==> config.mk <==
export PLATFORM = sky130hd
export DESIGN_NAME = pipe_hazard_ctrl
export DESIGN_NICKNAME = d
export VERILOG_FILES = /design/src/rtl/pipe_hazard_ctrl.sv
export SDC_FILE = /design/constraint.sdc
export NUM_CORES = 1
export LEC_CHECK = 0
export ABC_CLOCK_PERIOD_IN_PS = 3450
export BUFFER_PORTS_ARGS = -buffer_cell sky130_fd_sc_hd__buf_2
export CELL_PAD_IN_SITES_DETAIL_PLACEMENT = 2
export CELL_PAD_IN_SITES_GLOBAL_PLACEMENT = 2
export CORE_UTILIZATION = 32
export CTS_CLUSTER_DIAMETER = 200
export DETAILED_ROUTE_END_ITERATION = 8
export GPL_TIMING_DRIVEN = 0
export PLACE_DENSITY_LB_ADDON = 0.1
export REMOVE_ABC_BUFFERS = 1
export SLEW_MARGIN = 10
export SYNTH_ARGS = -nofsm -noshare
export SYNTH_HDL_FRONTEND = slang
export SYNTH_SLANG_ARGS = --single-unit
==> constraint.sdc <==
create_clock -name CLOCK -period 3.45 [get_ports CLOCK]
set_input_delay 0.1725 -clock CLOCK [delete_from_list [all_inputs] [get_ports CLOCK]]
set_output_delay 0.1725 -clock CLOCK [all_outputs]
set_load 0.05 [all_outputs]
==> src/rtl/pipe_hazard_ctrl.sv <==
// pipe_hazard_ctrl: PC / IF-ID / ID-EX sequencing for the 5-stage pipeline.
// Handles load-use stalls, taken-branch flushes, halt drain and perf counters.
module pipe_hazard_ctrl #(
    parameter int LOAD_STALL   = 1,
    parameter int DRAIN_CYCLES = 3,
    parameter int CNT_W        = 16
) (
    input  logic             CLOCK,
    input  logic             RESET,
    input  logic [4:0]       ID_RSAddr,
    input  logic [4:0]       ID_RTAddr,
    input  logic             ID_UsesRT,
    input  logic             ID_Halt,
    input  logic             EX_RegWriteEN,
    input  logic             EX_Mem2RegSEL,
    input  logic [4:0]       EX_DstAddr,
    input  logic             EX_BranchTaken,
    output logic             PCWriteEN,
    output logic             IFIDWriteEN,
    output logic             IFIDFlush,
    output logic             IDEXBubble,
    output logic             Done,
    output logic [CNT_W-1:0] StallCount,
    output logic [CNT_W-1:0] FlushCount
);

    typedef enum logic [1:0] {
        S_RUN,
        S_STALL,
        S_DRAIN,
        S_HALTED
    } state_t;

    // Reload values exclude the cycle that enters STALL/DRAIN
    localparam logic [3:0] STALL_INIT =
        4'((LOAD_STALL > 1) ? LOAD_STALL - 2 : 0);
    localparam logic [3:0] DRAIN_INIT =
        4'((DRAIN_CYCLES > 1) ? DRAIN_CYCLES - 2 : 0);
    localparam logic [CNT_W-1:0] CNT_MAX = '1;

    state_t           r_state;
    logic [3:0]       r_cnt;
    logic [CNT_W-1:0] r_stall_cnt;
    logic [CNT_W-1:0] r_flush_cnt;

    logic w_lu;
    logic w_run;
    logic w_stall_inc;
    logic w_flush_inc;

    // Load in EX whose destination feeds an ID source operand
    always_comb begin
        w_lu = EX_Mem2RegSEL && EX_RegWriteEN && (EX_DstAddr != 5'd0) &&
               ((EX_DstAddr == ID_RSAddr) ||
                (ID_UsesRT && (EX_DstAddr == ID_RTAddr)));
    end

    // Counter increment qualifiers; branch outranks halt and hazard
    always_comb begin
        w_run       = (r_state == S_RUN);
        w_flush_inc = w_run && EX_BranchTaken;
        w_stall_inc = (w_run && !EX_BranchTaken && !ID_Halt && w_lu) ||
                      (r_state == S_STALL);
    end

    // Mealy outputs in RUN, Moore elsewhere; reset forces a safe hold
    always_comb begin
        PCWriteEN   = 1'b0;
        IFIDWriteEN = 1'b0;
        IFIDFlush   = 1'b0;
        IDEXBubble  = 1'b1;
        Done        = 1'b0;
        if (RESET) begin
            IFIDFlush = 1'b1;
        end else begin
            unique case (r_state)
                S_RUN: begin
                    if (EX_BranchTaken) begin
                        PCWriteEN = 1'b1;
                        IFIDWriteEN = 1'b1;
                        IFIDFlush = 1'b1;
                    end else if (!ID_Halt && !w_lu) begin
                        PCWriteEN   = 1'b1;
                        IFIDWriteEN = 1'b1;
                        IDEXBubble  = 1'b0;
                    end
                end
                S_STALL, S_DRAIN: begin
                end
                S_HALTED: Done = 1'b1;
            endcase
        end
    end

    // State, shared down-counter and saturating performance counters
    always_ff @(posedge CLOCK) begin
        if (RESET) begin
            r_state     <= S_RUN;
            r_cnt       <= 4'd0;
            r_stall_cnt <= '0;
            r_flush_cnt <= '0;
        end else begin
            if (w_stall_inc && r_stall_cnt != CNT_MAX)
                r_stall_cnt <= r_stall_cnt + CNT_W'(1);
            if (w_flush_inc && r_flush_cnt != CNT_MAX)
                r_flush_cnt <= r_flush_cnt + CNT_W'(1);
            unique case (r_state)
                S_RUN: begin
                    if (EX_BranchTaken) begin
                        r_state <= S_RUN;
                    end else if (ID_Halt) begin
                        if (DRAIN_CYCLES == 1) begin
                            r_state <= S_HALTED;
                        end else begin
                            r_cnt   <= DRAIN_INIT;
                            r_state <= S_DRAIN;
                        end
                    end else if (w_lu && LOAD_STALL > 1) begin
                        r_cnt   <= STALL_INIT;
                        r_state <= S_STALL;
                    end
                end
                S_STALL: begin
                    if (r_cnt == 4'd0) r_state <= S_RUN;
                    else r_cnt <= r_cnt - 4'd1;
                end
                S_DRAIN: begin
                    if (r_cnt == 4'd0) r_state <= S_HALTED;
                    else r_cnt <= r_cnt - 4'd1;
                end
                S_HALTED: r_state <= S_HALTED;
            endcase
        end
    end

    assign StallCount = r_stall_cnt;
    assign FlushCount = r_flush_cnt;

endmodule

==> summary.txt, run 1 <==
outcome: finished clean
initial DRC count: 27
FFs w/ async S/R, synth: 0%
Top FF cell, synth: dfxtp_1
Crit Reg-Reg Startpoint: r_state[0]
max capacitance violation total: 0
first-pass GRT wire length: 10,090 µm
die area: 6905 µm²
Final Hold Viols: 0
# fillers: 768
diode count: 0
GRT Overall Usage: 18.04%
Die H: 83.10 µm
placed cell area: 2454 µm²
share of layout cells above drive strength 1: 24.36%
width of the chip: 83.10 µm
count of cell types in the netlist: 46
number of synthesized flops with an enable pin: 0
initial core utilization: 33.14%
FMAX: 412.9 MHz
hold_buf cts: 0
Design Area, Final: 2596 µm²
Max VDD drop: 206.7 µV
Crit. End Element: flip-flop
GRT overflow: 0
port bufs: 58
Via Count: 2,074
post-DP HPWL: 4368 µm
final net count: 340
main area contributors after synthesis: dfxtp_1 36%, xnor2_1 7.9%, nor2_1 5.0%
Yosys warning count: 0
vias in the first global route: 2,171
proportion of synthesized area in mux cells: 1.486%
antenna violations before repair: 0
sequential area share after synthesis: 36.15%
Reg clk slew, reported paths: 0.08 ns
worst relative slew slack: 49.24%
hold path start: EX_BranchTaken
reg2reg path depth: 7
hold slack final: 0.2318 ns
pin count of the biggest net entering global routing: 41
Final Util: 40.89%
Tot Pwr: 1294 µW
core region area: 6350 µm²
Final TNS setup: 0 ns
clk_skew: 0.006379 ns
CTS tree: yes
Antenna Violating Nets Remaining: 0
Final Cycle Share: 70.20%
Simple-Gate Fraction of Synth Area: 26.63%
Synth Area in Adders: 4.162%
Slew Limit Fails: 0
Worst-Skew Late Latency: 0.29 ns
RSZ-0062 raised after global routing: false
Power Dens Cells: 498.4 nW/µm²
Setup Viol. Count Final: 0
largest family of logic cells by synthesized area: simple AND/OR/NAND/NOR gates
crit path launch type: flip-flop
RR Endpoint: StallCount[13]
CTS Sinks: 38
Longest Clk Path Bufs: 2
Compound-Gate Fraction of Synth Area: 16.65%
drt first pass iters: 4
post-DR vias/cell: 5.332
final wirelength: 5943 µm
Mapped Area: 2105 µm²
CTS Buf Count: 5
Setup CP Type: reg2reg
largest area contributor in the netlist: dfxtp_1
Avg Synthesized Cell Area: 8.318 µm²
drt drc: 0
Leak: 0.001015 µW
crit path time final: 2.422 ns
top cell type's share of synthesized area: 36.15%
post_cts resized: 0
CTS root buffer: clkbuf_8
row count: 29
flip-flop and latch count after synthesis: 38
total setup buffers inserted after CTS: 0
R2R setup slack: 1.03 ns
CP Max Fanout: 19
Boundary Pins: 59
wire per inst: 15.28 µm
routability cong.: 0.7795
CP Data Arrival Time: 2.61 ns
hold depth: 3
Worst Hold Path EP: r_cnt[3]
CTS H-tree lvls: 2
Area Overhead vs Synth: 23.37%
synthesized instance count: 253
Worst Tran Pin Value: 0.7614 ns
CP required: 3.63 ns
worst hold path class: in2reg
Synth Area in XOR/XNOR: 10.82%
## placed cells by master, fill, tap and decap left out, drive strengths merged, types with 2 or more instances in the layout
cell type	Yosys	routed
o21ai	12	12
buf	2	58
ha	7	7
nand3	8	8
xnor2	19	19
nand4	12	12
nor2b	3	3
bufinv	0	2
inv	13	13
nand2	20	20
o22ai	2	2
xor2	7	7
a211oi	4	4
mux2i	2	2
nor4	4	4
o31ai	7	7
a21oi	18	18
clkbuf	5	6
or3	12	12
nor2	28	28
nor3	5	5
or4	8	8
dfxtp	38	38
and3	3	3
## area by class of cell
cell class | instances | area, µm² | area share (%)
well taps | 77 | 96.34 | 3.711
multi-input cells | 195 | 1257 | 48.43
inverters | 13 | 48.80 | 1.880
repair buffers | 58 | 290.3 | 11.18
clock inverters | 2 | 60.06 | 2.313
flip-flops and latches | 38 | 760.7 | 29.30
clock buffers | 6 | 82.58 | 3.181
## state kept, by name, indices dropped and copies added (netlist names)
signal / cells
r_cnt: 4
r_state: 2
FlushCount: 16
StallCount: 16
## routing by layer
| metal | up-vias | global-route usage (%) | share of wire (%) |
|---|---|---|---|
| met5 | - | 0 | 0 |
| met4 | 0 | 6.113 | 1.2 |
| met3 | 6 | 3.380 | 3.9 |
| met2 | 43 | 33.08 | 52 |
| met1 | 1001 | 20.84 | 43 |
| li1 | 1024 | - | - |
## logic make-up (layout without fill, tap and decap cells)
family | Yosys count | in the layout
adders and majority gates | 7 | 7
AOI/OAI and AO/OA | 52 | 52
and+or+nand+nor | 107 | 107
buffers and inverters | 20 | 79
xor gates and xnor gates | 26 | 26
DFF | 38 | 38
muxes | 3 | 3
## Yosys cell counts (2+ instances only)
library cell  count
o31ai_1           7
inv_1            13
xor2_1            7
nand4_1          12
nor2b_1           3
ha_1              7
nand2_1          19
dfxtp_1          38
nor4_1            4
a211oi_1          3
and3_1            2
nor2_1           28
nor3_1            4
or3_1            11
o21ai_0          12
mux2i_1           2
clkbuf_1          5
or4_1             8
xnor2_1          19
nand3_1           8
a21oi_1          16
## critical path, cell delays in order, from the launching register on
cell and delay, ns:
dfxtp_1 0.36, inv_1 0.10, ha_1 0.31, nand3_1 0.20
a211oi_2 0.26, a21oi_4 0.19, nor4b_1 0.50, mux2_2 0.39
## metrics by stage
step                      setup WS, ns  std cells
after global placement           1.118        381
final                            1.028        389
after global routing            0.7959        389
after CTS                       0.9511        389
after detailed placement         1.098        381
after floorplan                0.02708        246
## worst max path at each step
stage	from	end	slack (ns)
finish	r_state[0]	StallCount[13]	1.03
global route	r_state[1]	StallCount[13]	0.80
CTS	r_state[0]	StallCount[13]	0.95
detailed placement	r_state[0]	StallCount[13]	1.10
global placement	r_state[0]	StallCount[13]	1.12
floorplan	EX_DstAddr[1]	IFIDWriteEN	0.03
## power by group
| group | switching (µW) | total (µW) | internal, µW |
|---|---|---|---|
| clock network | 168 | 477 | 309 |
| registers | 28.4 | 495 | 466 |
| logic | 208 | 323 | 115 |
Power figures use the tool's default switching activity.
==> inputs of run 2 (changes only) <==
- ABC_AREA: default -> 1
- ABC_CLOCK_PERIOD_IN_PS: 3450 -> 2300
- CORE_UTILIZATION: 32 -> 28
- clock period: 3.45 -> 2.3 ns (I/O delays scaled with it)
==> summary.txt, run 2 <==
outcome: finished clean (unchanged)
Finished Layout Cells: 542 (was 389)
main area contributors after synthesis: dfxtp_1 32%, nand2_1 15%, nor2_1 8.7% (was dfxtp_1 36%, xnor2_1 7.9%, nor2_1 5.0%)
crit path time final: 2.023 ns (was 2.422 ns)
routability cong.: 0.7833 (was 0.7795)
Setup Viol. Count Final: 0 (unchanged)
post-DR vias/cell: 4.769 (was 5.332)
core region area: 8299 µm² (was 6350 µm²)
Worst-Skew Late Latency: 0.30 ns (was 0.29 ns)
Avg Synthesized Cell Area: 6.338 µm² (was 8.318 µm²)
Final Hold Viols: 0 (unchanged)
Worst Tran Pin Value: 1.035 ns (was 0.7614 ns)
Slew Limit Fails: 0 (unchanged)
Tot Pwr: 2351 µW (was 1294 µW)
drt drc: 0 (unchanged)
row count: 33 (was 29)
Via Count: 2,585 (was 2,074)
FMAX: 494.3 MHz (was 412.9 MHz)
Mapped Area: 2415 µm² (was 2105 µm²)
first-pass GRT wire length: 12,030 µm (was 10,090 µm)
Antenna Violating Nets Remaining: 0 (unchanged)
final net count: 465 (was 340)
CTS H-tree lvls: 2 (unchanged)
Placed Cells: 534 (was 381)
hold slack final: 0.1626 ns (was 0.2318 ns)
reg2reg path depth: 9 (was 7)
leading cell type in the layout, fill and taps excluded: nand2_1 (was buf_2)
Boundary Pins: 59 (unchanged)
crit path cell chain: inv_1 > ha_1 > nand2_1 > nor2_1 > nand3_1 > nand2_2 > nand3_1 > nand2_1 > nor2_1 (was inv_1 > ha_1 > nand3_1 > a211oi_2 > a21oi_4 > nor4b_1 > mux2_2)
register area: 760.7 µm² (unchanged)
Crit. End Element: flip-flop (unchanged)
initial core utilization: 29.10% (was 33.14%)
WP buf/inv: 1 (unchanged)
RSZ-0062 raised after global routing: false (unchanged)
Crit-path slowest cell: nand2_2 (was nor4b_1)
CTS tree: yes (unchanged)
Worst Setup EP: StallCount[4] (was StallCount[13])
Yosys warning count: 0 (unchanged)
sequential area share after synthesis: 31.50% (was 36.15%)
crit path launch type: flip-flop (unchanged)
hold_buf cts: 0 (unchanged)
number of synthesized flops with an enable pin: 0 (unchanged)
CP peak stage delay: 0.44 ns (was 0.50 ns)
Setup CP Type: reg2reg (unchanged)
Reg clk slew, reported paths: 0.09 ns (was 0.08 ns)
most frequent cells in the layout: 98 x nand2_1, 58 x buf_2, 56 x nor2_1 (was 58 x buf_2, 38 x dfxtp_1, 28 x nor2_1)
CTS root buffer: clkbuf_8 (unchanged)
most frequent cell after synthesis: nand2_1 (was dfxtp_1)
Max VDD drop: 281.8 µV (was 206.7 µV)
worst hold path class: in2reg (unchanged)
flip-flop and latch count after synthesis: 38 (unchanged)
RR Endpoint: StallCount[4] (was StallCount[13])
CTS Buf Count: 5 (unchanged)
Final TNS setup: 0 ns (unchanged)
Top FF cell, synth: dfxtp_1 (unchanged)
synth cell count leaders: 98 x nand2_1, 56 x nor2_1, 48 x inv_1 (was 38 x dfxtp_1, 28 x nor2_1, 19 x nand2_1, 19 x xnor2_1, 16 x a21oi_1)
wire per inst: 13.08 µm (was 15.28 µm)
max capacitance violation total: 0 (unchanged)
initial DRC count: 42 (was 27)
vias in the first global route: 2,670 (was 2,171)
Final Util: 34.99% (was 40.89%)
CP required: 2.50 ns (was 3.63 ns)
CP Max Fanout: 30 (was 19)
final wirelength: 7091 µm (was 5943 µm)
width of the chip: 94.87 µm (was 83.10 µm)
worst relative slew slack: 30.94% (was 49.24%)
CP Data Arrival Time: 2.22 ns (was 2.61 ns)
Longest Clk Path Bufs: 2 (unchanged)
# fillers: 1,055 (was 768)
Area Overhead vs Synth: 20.26% (was 23.37%)
clk_skew: 0.01290 ns (was 0.006379 ns)
Levels on crit path: 9 (was 7)
CTS Sinks: 38 (unchanged)
die area: 8999 µm² (was 6905 µm²)
synthesized instance count: 381 (was 253)
pin count of the biggest net entering global routing: 31 (was 41)
antenna violations before repair: 0 (unchanged)
largest area contributor in the netlist: dfxtp_1 (unchanged)
Leak: 0.001438 µW (was 0.001015 µW)
Die H: 94.87 µm (was 83.10 µm)
GRT Overall Usage: 16.91% (was 18.04%)
Crit Reg-Reg Startpoint: r_state[0] (unchanged)
CP startpoint: r_state[0] (unchanged)
share of layout cells above drive strength 1: 20.59% (was 24.36%)
diode count: 0 (unchanged)
R2R setup slack: 0.28 ns (was 1.03 ns)
delay-heaviest family, CP: simple AND/OR/NAND/NOR gates (unchanged)
Final Cycle Share: 87.95% (was 70.20%)
port bufs: 58 (unchanged)
Power Dens Cells: 809.6 nW/µm² (was 498.4 nW/µm²)
FFs w/ async S/R, synth: 0% (unchanged)
count of cell types in the netlist: 34 (was 46)
drt first pass iters: 4 (unchanged)
post-DP HPWL: 5568 µm (was 4368 µm)
area of the multi-input gates: 1370 µm² (was 1257 µm²)
GRT overflow: 0 (unchanged)
post_cts resized: 0 (unchanged)
total setup buffers inserted after CTS: 0 (unchanged)
top cell type's share of synthesized area: 31.50% (was 36.15%)
==> run 2: cell types whose count changed after synthesis, sizes merged, moves of 8 or more <==
| cell | change |
|---|---|
| inv | +44 |
| nand2 | +82 |
| nand3 | +26 |
| nor2 | +33 |
| or3 | -12 |
| or4 | -8 |
| xnor2 | -15 |
==> run 2: through the flow <==
stage / worst slack (ns) / instance area [µm²]
finish: 0.2771 / 2904
detailed placement: 0.2587 / 2766
CTS: 0.2406 / 2904
global placement: 0.3219 / 2766
floorplan: 0.2898 / 2345
global route: 0.03962 / 2904
==> run 2: layout make-up <==
type                            instances  area share, %
Tap cell                              105          4.524
Clock inverter                          3          2.370
Clock buffer                            5          2.370
Multi-Input combinational cell        276          47.18
Timing Repair Buffer                   58          9.996
Inverter                               57          7.367
Sequential cell                        38          26.20
==> run 2: worst min-delay path by stage <==
stage                       start        endpoint  slack (ns)  cells past startpoint
floorplan                   RESET  FlushCount[13]        0.18                      1
finish                      RESET   FlushCount[6]        0.16                      2
detailed placement       r_cnt[3]        r_cnt[3]        0.50                      2
CTS                         RESET   FlushCount[6]        0.17                      2
global route                RESET   FlushCount[6]        0.20                      2
global placement    FlushCount[3]   FlushCount[3]        0.48                      1
==> run 2: where the power goes <==
| part | total [µW] | internal (µW) | switching (µW) |
|---|---|---|---|
| Combinational | 844 | 234 | 610 |
| Sequential | 794 | 730 | 64.0 |
| Clock | 713 | 435 | 277 |
| Total | 2350 | 1400 | 951 |
==> run 2: cells by family (layout without fill, tap and decap cells) <==
logic type / count (synthesis) / count (layout) / synth area share [%]
xor gates and xnor gates: 8 / 8 / 2.901
adders and majority gates: 7 / 7 / 3.627
AOI/OAI and AO/OA: 43 / 43 / 9.689
and+or+nand+nor: 218 / 218 / 40.52
buffers and inverters: 67 / 123 / 11.76
DFF: 38 / 38 / 31.50
==> run 2: worst register-to-register path, delay by kind of cell (launching register included) <==
kind / cells / cell delay [ns]
simple gates: 7 / 1.18
flops: 1 / 0.34
fa+ha+maj: 1 / 0.30
buf+inv: 1 / 0.11
==> run 2: routing by layer <==
metal	vias to the layer above	global-route usage (%)	routed length, µm
met2	39	31.18	3596
met4	0	4.545	73
met5	-	0	0
met3	8	2.738	214
met1	1227	20.03	3207
li1	1311	-	-
